===== src/rtl/capture_seq_ctrl.sv =====
// capture_seq_ctrl: records a programmed run of generator samples into RAM,
// then serves stored words one at a time for APB readback.
module capture_seq_ctrl #(
    parameter int ADDR_W = 8,
    parameter int DATA_W = 32
) (
    input  logic              clk,
    input  logic              rst_l,
    input  logic [31:0]       ctrl_word,
    input  logic [DATA_W-1:0] sample_data,
    input  logic              sample_valid,
    output logic              ram_we,
    output logic [ADDR_W-1:0] ram_waddr,
    output logic [DATA_W-1:0] ram_wdata,
    output logic              ram_re,
    output logic [ADDR_W-1:0] ram_raddr,
    input  logic [DATA_W-1:0] ram_rdata,
    output logic [DATA_W-1:0] rd_data,
    output logic [31:0]       status_word,
    output logic              done
);
    typedef enum logic [1:0] {IDLE = 2'd0, CAPTURE = 2'd1, DONE = 2'd2} state_t;
    state_t state, state_nxt;
    logic start_q, rd_q, wrapped, start_ignored;
    logic start_edge, abort, cont, accept, last, rearm;
    logic [ADDR_W-1:0] wr_ptr, len, rd_idx;
    logic [15:0] total;
    logic unused_ctrl;

    assign start_edge  = ctrl_word[0] & ~start_q;
    assign abort       = ctrl_word[1];
    assign cont        = ctrl_word[2];
    assign len         = ctrl_word[8 +: ADDR_W];
    assign rd_idx      = ctrl_word[16 +: ADDR_W];
    assign unused_ctrl = ^ctrl_word;
    assign accept      = state == CAPTURE && !abort && sample_valid;
    assign last        = wr_ptr == len;
    assign rearm       = (state == IDLE || state == DONE) && !abort && start_edge;
    assign status_word = {total, 8'(wr_ptr), 4'd0, start_ignored, wrapped, state};

    always_comb begin
        state_nxt = IDLE;
        case (state)
            IDLE, DONE: state_nxt = abort ? IDLE : start_edge ? CAPTURE : state;
            CAPTURE:    state_nxt = abort ? IDLE : (accept && last && !cont) ? DONE : CAPTURE;
            default:    state_nxt = IDLE;
        endcase
    end

    // Write strobe, address and data are registered one cycle behind the accept.
    always_ff @(posedge clk or negedge rst_l) begin
        if (!rst_l) begin
            state         <= IDLE;
            start_q       <= 1'b0;
            rd_q          <= 1'b0;
            wrapped       <= 1'b0;
            start_ignored <= 1'b0;
            wr_ptr        <= '0;
            total         <= '0;
            done          <= 1'b0;
            ram_we        <= 1'b0;
            ram_waddr     <= '0;
            ram_wdata     <= '0;
            ram_re        <= 1'b0;
            ram_raddr     <= '0;
            rd_data       <= '0;
        end else begin
            state     <= state_nxt;
            start_q   <= ctrl_word[0];
            done      <= state_nxt == DONE;
            ram_we    <= accept;
            ram_re    <= state_nxt != CAPTURE;
            ram_raddr <= rd_idx;
            rd_q      <= ram_re;
            if (rd_q)
                rd_data <= ram_rdata;
            if (rearm) begin
                wr_ptr        <= '0;
                total         <= '0;
                wrapped       <= 1'b0;
                start_ignored <= 1'b0;
            end
            if (state == CAPTURE && !abort && start_edge)
                start_ignored <= 1'b1;
            if (accept) begin
                ram_waddr <= wr_ptr;
                ram_wdata <= sample_data;
                total     <= total + 16'(total != 16'hFFFF);
                wr_ptr    <= last ? (cont ? '0 : wr_ptr) : wr_ptr + ADDR_W'(1);
                wrapped   <= wrapped | (last & cont);
            end
        end
    end
endmodule


===== config.mk =====
export PLATFORM = sky130hd
export DESIGN_NAME = capture_seq_ctrl
export DESIGN_NICKNAME = d
export VERILOG_FILES = /design/src/rtl/capture_seq_ctrl.sv
export SDC_FILE = /design/constraint.sdc
export NUM_CORES = 1
export LEC_CHECK = 0
export BUFFER_PORTS_ARGS = -buffer_cell sky130_fd_sc_hd__clkbuf_2
export CORE_ASPECT_RATIO = 0.75
export CORE_UTILIZATION = 45
export DETAILED_ROUTE_END_ITERATION = 10
export GPL_TIMING_DRIVEN = 0
export PLACE_DENSITY = 0.83
export SLEW_MARGIN = 30
export SYNTH_ARGS = -nofsm -noshare
export SYNTH_HDL_FRONTEND = slang
export SYNTH_SLANG_ARGS = --single-unit
export TNS_END_PERCENT = 50

===== constraint.sdc =====
create_clock -name clk -period 4.3 [get_ports clk]
set_clock_uncertainty 0.2 [all_clocks]
set_input_delay 0.215 -clock clk [delete_from_list [all_inputs] [get_ports clk]]
set_output_delay 0.215 -clock clk [all_outputs]
set_load 0.02 [all_outputs]

# After elaboration in Yosys (flattened, before gate mapping)
# Index checks and enable logic that the tools add are counted.
totals:
  ff_bits: 113
  in_bits: 99
  output_inout_bits: 115
classes:
  add_sub_neg: 2
  eq_ne: 7
  muxes: 14
  bitwise: 4
  reduce_logical: 15
op_table:
  columns: ["op", "count"]
  rows:
  - ["$mux W16", 2]
  - ["$mux W8", 4]
  - ["$add A16 B1 Y16", 1]
  - ["$ne A16 B16 Y1 const B", 1]
  - ["$add A8 B1 Y8 const B", 1]
  - ["$eq A8 B8 Y1", 1]
  - ["$mux W2", 4]
  - ["$logic_and A1 B1 Y1", 7]
  - ["$eq A2 B2 Y1 const B", 2]
  - ["$pmux W2 S2", 1]
  - ["$reduce_bool A2 Y1", 2]
  - ["$mux W1", 3]
  - ["$ne A3 B3 Y1 const B", 1]
  - ["$and A1 B1 Y1", 2]
  - ["$eq A2 B1 Y1 const B", 1]
  - ["$logic_not A1 Y1", 2]
  - ["$logic_not A2 Y1", 1]
  - ["$ne A2 B1 Y1 const B", 1]
  - ["$reduce_and A2 Y1", 1]
  - ["$reduce_or A2 Y1", 1]
  - ["$logic_or A1 B1 Y1", 1]
  - ["$not A1 Y1", 1]
  - ["$or A1 B1 Y1", 1]

# Longest topological paths before layout
# Gate-level depths: netlist of the first run.
logic_depth:
  depth_word: 9
  ltp_mapped: 9
  mapped_depth_nobuf: 9

# Least setup slack after synthesis of the first run
# Ideal clock, no wire load.
synth_path:
  path_type: "register to register"
  start: "register total[7]"
  end: "register total[15]"
  setup_ns: 0.134
  t_arrival_ns: 2.216
  slack_ns: 1.750
  path_stages_with_launch: 10
  n_path_buf: 0
  cell_sequence: "dfrtp_1 and4_1 and3_1 and3_1 nand4_1 ha_1 inv_1 nor4_2 nand4_1 mux2i_1"
synth_via:
  elab_chain_len: 3
synth_lines:
  columns: ["item", "line_no", "source"]
  rows:
  - ["from (decl)", "27", "logic [15:0] total;"]
  - ["from (signal assigned)", "88", "total <= total + 16'(total != 16'hFFFF);"]
  - ["$ne A16 B16 Y1", "88", null]
  - ["$add A16 B1 Y16 (*)", "88", null]
  - ["$mux W16 (*)", "85", "if (accept) begin"]
# Every way passes the cells marked *; elsewhere a longest branch is shown, timed or not.
# A chain may end at the register's enable or synchronous reset.

# Worst setup path in the final report of the first run
# Ends and elaborated chain as after synthesis.

==> results of run 1 <==
layer usage:
layer / routed length [µm] / track usage / vias to the layer above
met5: 0 / 0 / -
met4: 507 / 0.131 / 0
met3: 967 / 0.0795 / 46
met2: 7210 / 0.458 / 204
met1: 5550 / 0.309 / 2124
li1: - / - / 2008
kinds of logic after synthesis:
family	after synthesis	share of synthesized area
AO/OA/AOI/OAI	30	0.0497
buffers and inverters	27	0.0287
multiplexers	44	0.102
flip-flops	113	0.600
other	1	0.000796
XOR/XNOR	8	0.0181
AND/OR/NAND/NOR	193	0.192
adder cells (fa/ha/maj)	3	0.00797
cell usage after synthesis (3+ instances only):
cell      number
nand3_1        9
ha_1           3
clkbuf_1       5
nor2_1         7
and3_1         3
a31oi_1        4
nor4_4         4
nor3_1         3
buf_1          3
dfrtp_1      113
inv_1          3
buf_2          9
a21oi_1        7
nand2_1      145
xor2_1         6
buf_4          6
mux2i_1       11
a221o_1        6
mux2_2        33
nand4_1        6
final cells by class:
type | count | area [µm²]
Timing Repair Buffer | 273 | 1780
Tap cell | 132 | 165
Fill cell | 650 | 2640
Buffer | 23 | 120
Inverter | 4 | 15.0
Clock inverter | 14 | 166
Sequential cell | 113 | 2830
Clock buffer | 17 | 425
Multi-Input combinational cell | 282 | 1760
flip-flops by register name, summed over array words and instances, names as in the netlist:
register,count
done,1
wrapped,1
start_ignored,1
state,2
ram_we,1
start_q,1
ram_re,1
ram_wdata,32
wr_ptr,8
rd_data,32
ram_waddr,8
rd_q,1
total,16
ram_raddr,8
power groups by stage:
stage	logic, mW	clock network [mW]	registers, mW
global route	0.709	1.46	1.31
floorplan	0.176	0	1.46
finish	0.661	1.39	1.30
detailed placement	0.590	0	1.30
CTS	0.650	1.41	1.29
global placement	0.574	0	1.30
per-stage QoR:
stage / total power, mW / utilization / setup slack (ns)
final: 3.35 / 0.734 / 1.55
after global placement: 1.87 / 0.593 / 1.29
after CTS: 3.35 / 0.734 / 1.57
after global routing: 3.48 / 0.734 / 1.39
after detailed placement: 1.89 / 0.597 / 1.59
after floorplan: 1.64 / - / 1.75
final timing paths:
check / start / to / slack, ns
setup / recovery: total[7] / total[15] / 1.55
hold / removal: rst_l / done / 0.08
setup reg to reg: total[7] / total[15] / 1.55
hold reg to reg: ram_re / rd_q / 0.26
max in group asynchronous: rst_l / ram_wdata[6] / 3.15
min in group clk: sample_valid / total[6] / 0.25
repair_timing:
action	CTS	global route
hold buffers	76	0
resized for setup	0	0
endpoints found under the hold margin	190	0
==> metrics, run 1 <==
run status=completed; Final min period=between 2 and 3 ns; Clock transition at path regs=0.06 ns; FF+latch count, synth=113; Hold Violations, Final=0; largest net degree at the start of global routing=80; WS Path Type=reg2reg; dpl cell area=between 0.005 and 0.006 mm²; worst min path class=in2async; Synth Instances=between 400 and 500; Post-Layout Cell Count=approximately 860; max-cap viol count=0; CP max FO=7; Synth Cell Area=0.00471 mm²; I/O pin cnt=214; P_leak=around 3.8 nW; Peak supply drop=between 0.2 and 0.3 mV; Std-Cell Rows=31; CP top delay family=simple AND/OR/NAND/NOR gates; Syn Area/Cell=approximately 11 µm²; clock buffer depth=2; die area=about 0.011 mm²; combinational power share=0.197; critical path, cell by cell=and4_1, and3_1, and3_1, nand4_1, ha_1, inv_1, nor4_2, nand4_1, mux2i_1; WL per Instance=roughly 17 µm; CP required=4.39 ns; # diodes=0; Int Power=2.36 mW; critical path depth=9; share of cells above drive strength 1=0.404; Max H-tree Level=4; highest-count cells in the layout ignoring fill and taps=clkbuf_2 (195), nand2_1 (145), dfrtp_1 (113); Post-CTS Setup Inserts=0; clock sink total=around 110; HPWL after DPL=between 8 and 9 mm; vias per cell=5.11; pwr dens=462 mW/mm²; worst reg2reg path depth=9; Crit. End Element=flop; clock latency at the later pin of the worst-skew pair=~0.4 ns; commonest non-fill, non-tap cell in the layout=clkbuf_2; synth unique cells=45; post-synthesis sequential area ratio=0.600; placed insts=between 700 and 800; Net Sw Power=approximately 1 mW; slowest CP cell=nor4_2; die height=90.6 µm; Min Hold Slack=roughly 0.076 ns; max-slew violations=0; CTS root buf=clkbuf_16; DRC violations left=0; Clk pwr share=0.416; sum of buffers and inverters on the critical path=1; Async S/R FF share, synth=1.00; TritonCTS buffer count=17; aggregate global routing overflow=0; Synth area leader=dfrtp_1; wirelength, routed=around 14 mm; Core ar.=0.00989 mm²; vias in the first global route=4529; Top FF cell, synth=dfrtp_1; Post-DRT Antenna Nets=0; Horiz. Die Dim=around 120 µm; Final Instance Area=0.00726 mm²; via count=around 4400; sequential fraction of design power=0.387; TritonCTS clock tree=built; Total GRT Usage=0.269; initial antenna violation count=0; WP data arrival=2.84 ns; EDFF count, synth=0; gp weighted congestion=roughly 0.85; RSZ-0062 raised after global routing=no; first drt pass iteration count=5; First DRT Iteration DRCs=~250; synth warn=0; TNS Setup=0 ns; Area contributors post-synth=dfrtp_1 (60%), nand2_1 (12%), mux2_2 (7.9%), mux2i_1 (2.3%), nor4_4 (1.8%); Switching Share=0.296; IO buf count=slightly below 200; Layout area overhead=54.1%; worst slew pin tran=0.616 ns; Final setup viols=0; FMAX=about 0.36 GHz; final critical-path share of the clock period=0.639; nets=816; CP max stage delay=about 0.45 ns; initial core utilization=0.476; post-synth top area share=0.600; startpoint types=flop; first-pass GRT wire length=roughly 22 mm; Slew HR=0.586
No activity file was read; power rests on OpenSTA's default activity.
==> inputs of run 2 (changes only) <==
Clock period 4.3 ns to 2.85 ns, I/O delays scaled along.
==> metrics, run 2 (synthesis results as in run 1) <==
Post-CTS Setup Inserts=0 (unchanged); clock sink total=113 (unchanged); placed insts=751 (unchanged); initial core utilization=0.476 (unchanged); wirelength, routed=14.2 mm (about the same); Std-Cell Rows=31 (unchanged); commonest non-fill, non-tap cell in the layout=clkbuf_2 (unchanged); TritonCTS clock tree=built (unchanged); Final Total Pwr=5.05 mW (was 3.35 mW); DRC violations left=0 (unchanged); first drt pass iteration count=4 (was 5); Final setup viols=0 (unchanged); First DRT Iteration DRCs=224 (was 247); Post-DRT Antenna Nets=0 (unchanged); Horiz. Die Dim=120 µm (unchanged); P_leak=3.83 nW (was 3.81 nW); Core ar.=0.00989 mm² (unchanged); WP data arrival=2.73 ns (was 2.84 ns); Largest regs=ram_wdata x32, rd_data x32, total x16 (unchanged); worst slew pin tran=0.627 ns (was 0.616 ns); FMAX=0.377 GHz (was 0.364 GHz); slowest CP cell=dfrtp_1 (was nor4_2); initial antenna violation count=0 (unchanged); Max H-tree Level=4 (unchanged); Min Hold Slack=0.199 ns (was 0.0762 ns); highest-count cells in the layout ignoring fill and taps=clkbuf_2 (195), nand2_1 (145), dfrtp_1 (113) (unchanged); RSZ-0062 raised after global routing=no (unchanged); share of cells above drive strength 1=0.402 (was 0.404); max-slew violations=0 (unchanged); Total GRT Usage=0.272 (was 0.269); # diodes=0 (unchanged); I/O pin cnt=214 (unchanged); Slew HR=0.578 (was 0.586); worst min path class=in2reg (was in2async); Post-Layout Cell Count=860 (was 858); gp weighted congestion=0.846 (unchanged); vias per cell=5.09 (was 5.11); clock latency at the later pin of the worst-skew pair=0.40 ns (was 0.41 ns); clock buffer depth=2 (unchanged); Crit. End Element=flop (unchanged); CP required=2.93 ns (was 4.39 ns); WL per Instance=16.5 µm (was 16.6 µm); Clock transition at path regs=0.06 ns (about the same); R2R setup slack=0.20 ns (was 1.55 ns); Peak supply drop=0.412 mV (was 0.273 mV); aggregate global routing overflow=0 (unchanged); CP max FO=7 (unchanged); via count=4381 (was 4382); largest net degree at the start of global routing=80 (unchanged); startpoint types=flop (unchanged); CTS root buf=clkbuf_16 (unchanged); critical path, cell by cell=and4_1, and3_1, and3_1, nand4_1, ha_1, inv_1, nor4_4, nand4_1, mux2i_1 (was and4_1, and3_1, and3_1, nand4_1, ha_1, inv_1, nor4_2, nand4_1, mux2i_1); IO buf count=196 (unchanged); Filler cells=644 (was 650); nets=818 (was 816); WS Path Type=reg2reg (unchanged); Hold Violations, Final=0 (unchanged); first-pass GRT wire length=22.5 mm (was 22.3 mm); HPWL after DPL=8.68 mm (unchanged); Layout area overhead=54.7% (was 54.1%); pwr dens=693 mW/mm² (was 462 mW/mm²); run status=completed (unchanged); die area=0.0109 mm² (unchanged); die height=90.6 µm (unchanged); vias in the first global route=4569 (was 4529); CP max stage delay=0.43 ns (was 0.45 ns); TritonCTS buffer count=17 (unchanged); Final min period=2.65 ns (was 2.75 ns); final critical-path share of the clock period=0.932 (was 0.639); max-cap viol count=0 (unchanged)
[run 2: worst max-delay path: cells and delay by family, from the launching register on]
family / cells / cell delay [ns]
DFF: 1 / 0.43
adders and majority gates: 1 / 0.27
muxes: 1 / 0.14
buffers and inverters: 1 / 0.14
and+or+nand+nor: 6 / 1.35
[run 2: final cells by class]
type	instances	area (µm²)	share of cell area
multi-input cells	282	1770	0.243
well taps	132	165	0.0227
inverters	4	15.0	0.00206
repair buffers	275	1800	0.247
plain buffers	23	120	0.0165
clock inverters	14	166	0.0228
clock buffers	17	425	0.0584
flip-flops and latches	113	2830	0.388
[run 2: worst paths after layout]
kind                           endpoint     startpoint  depth (start not counted)
hold reg to reg                    rd_q         ram_re                          0
setup / recovery              total[15]       total[7]                          9
hold / removal             ram_raddr[0]  ctrl_word[16]                          2
max in group asynchronous      total[7]          rst_l                          4
min in group asynchronous          done          rst_l                          3
setup reg to reg              total[15]       total[7]                          9
[run 2: where the power goes]
group | switching, mW | total (mW) | internal, mW | leakage [nW]
registers | 0.144 | 1.95 | 1.81 | 1.42
clock network | 0.730 | 2.10 | 1.37 | 0.281
logic | 0.613 | 1.00 | 0.387 | 2.13
total | 1.49 | 5.05 | 3.56 | 3.83
[run 2: repair_timing]
item	CTS	global route
hold buffers	78	0
endpoints found under the hold margin	192	0
endpoints found under the setup margin	0	2
resized for setup	0	1
[run 2: per-stage QoR]
step / setup TNS (ns) / util / instance area (µm²) / setup WS, ns
finish: 0 / 0.736 / 7280 / 0.195
global placement: -9.55 / 0.593 / 5870 / -0.0920
CTS: 0 / 0.736 / 7280 / 0.119
detailed placement: 0 / 0.597 / 5900 / 0.142
global route: 0 / 0.736 / 7280 / 0.0333
floorplan: 0 / - / 4720 / 0.300
[run 2: per-layer routing]
| layer | GRT usage | part of all wire |
|---|---|---|
| met3 | 0.0795 | 0.068 |
| met1 | 0.312 | 0.38 |
| met5 | 0 | 0 |
| met4 | 0.135 | 0.032 |
| met2 | 0.460 | 0.52 |
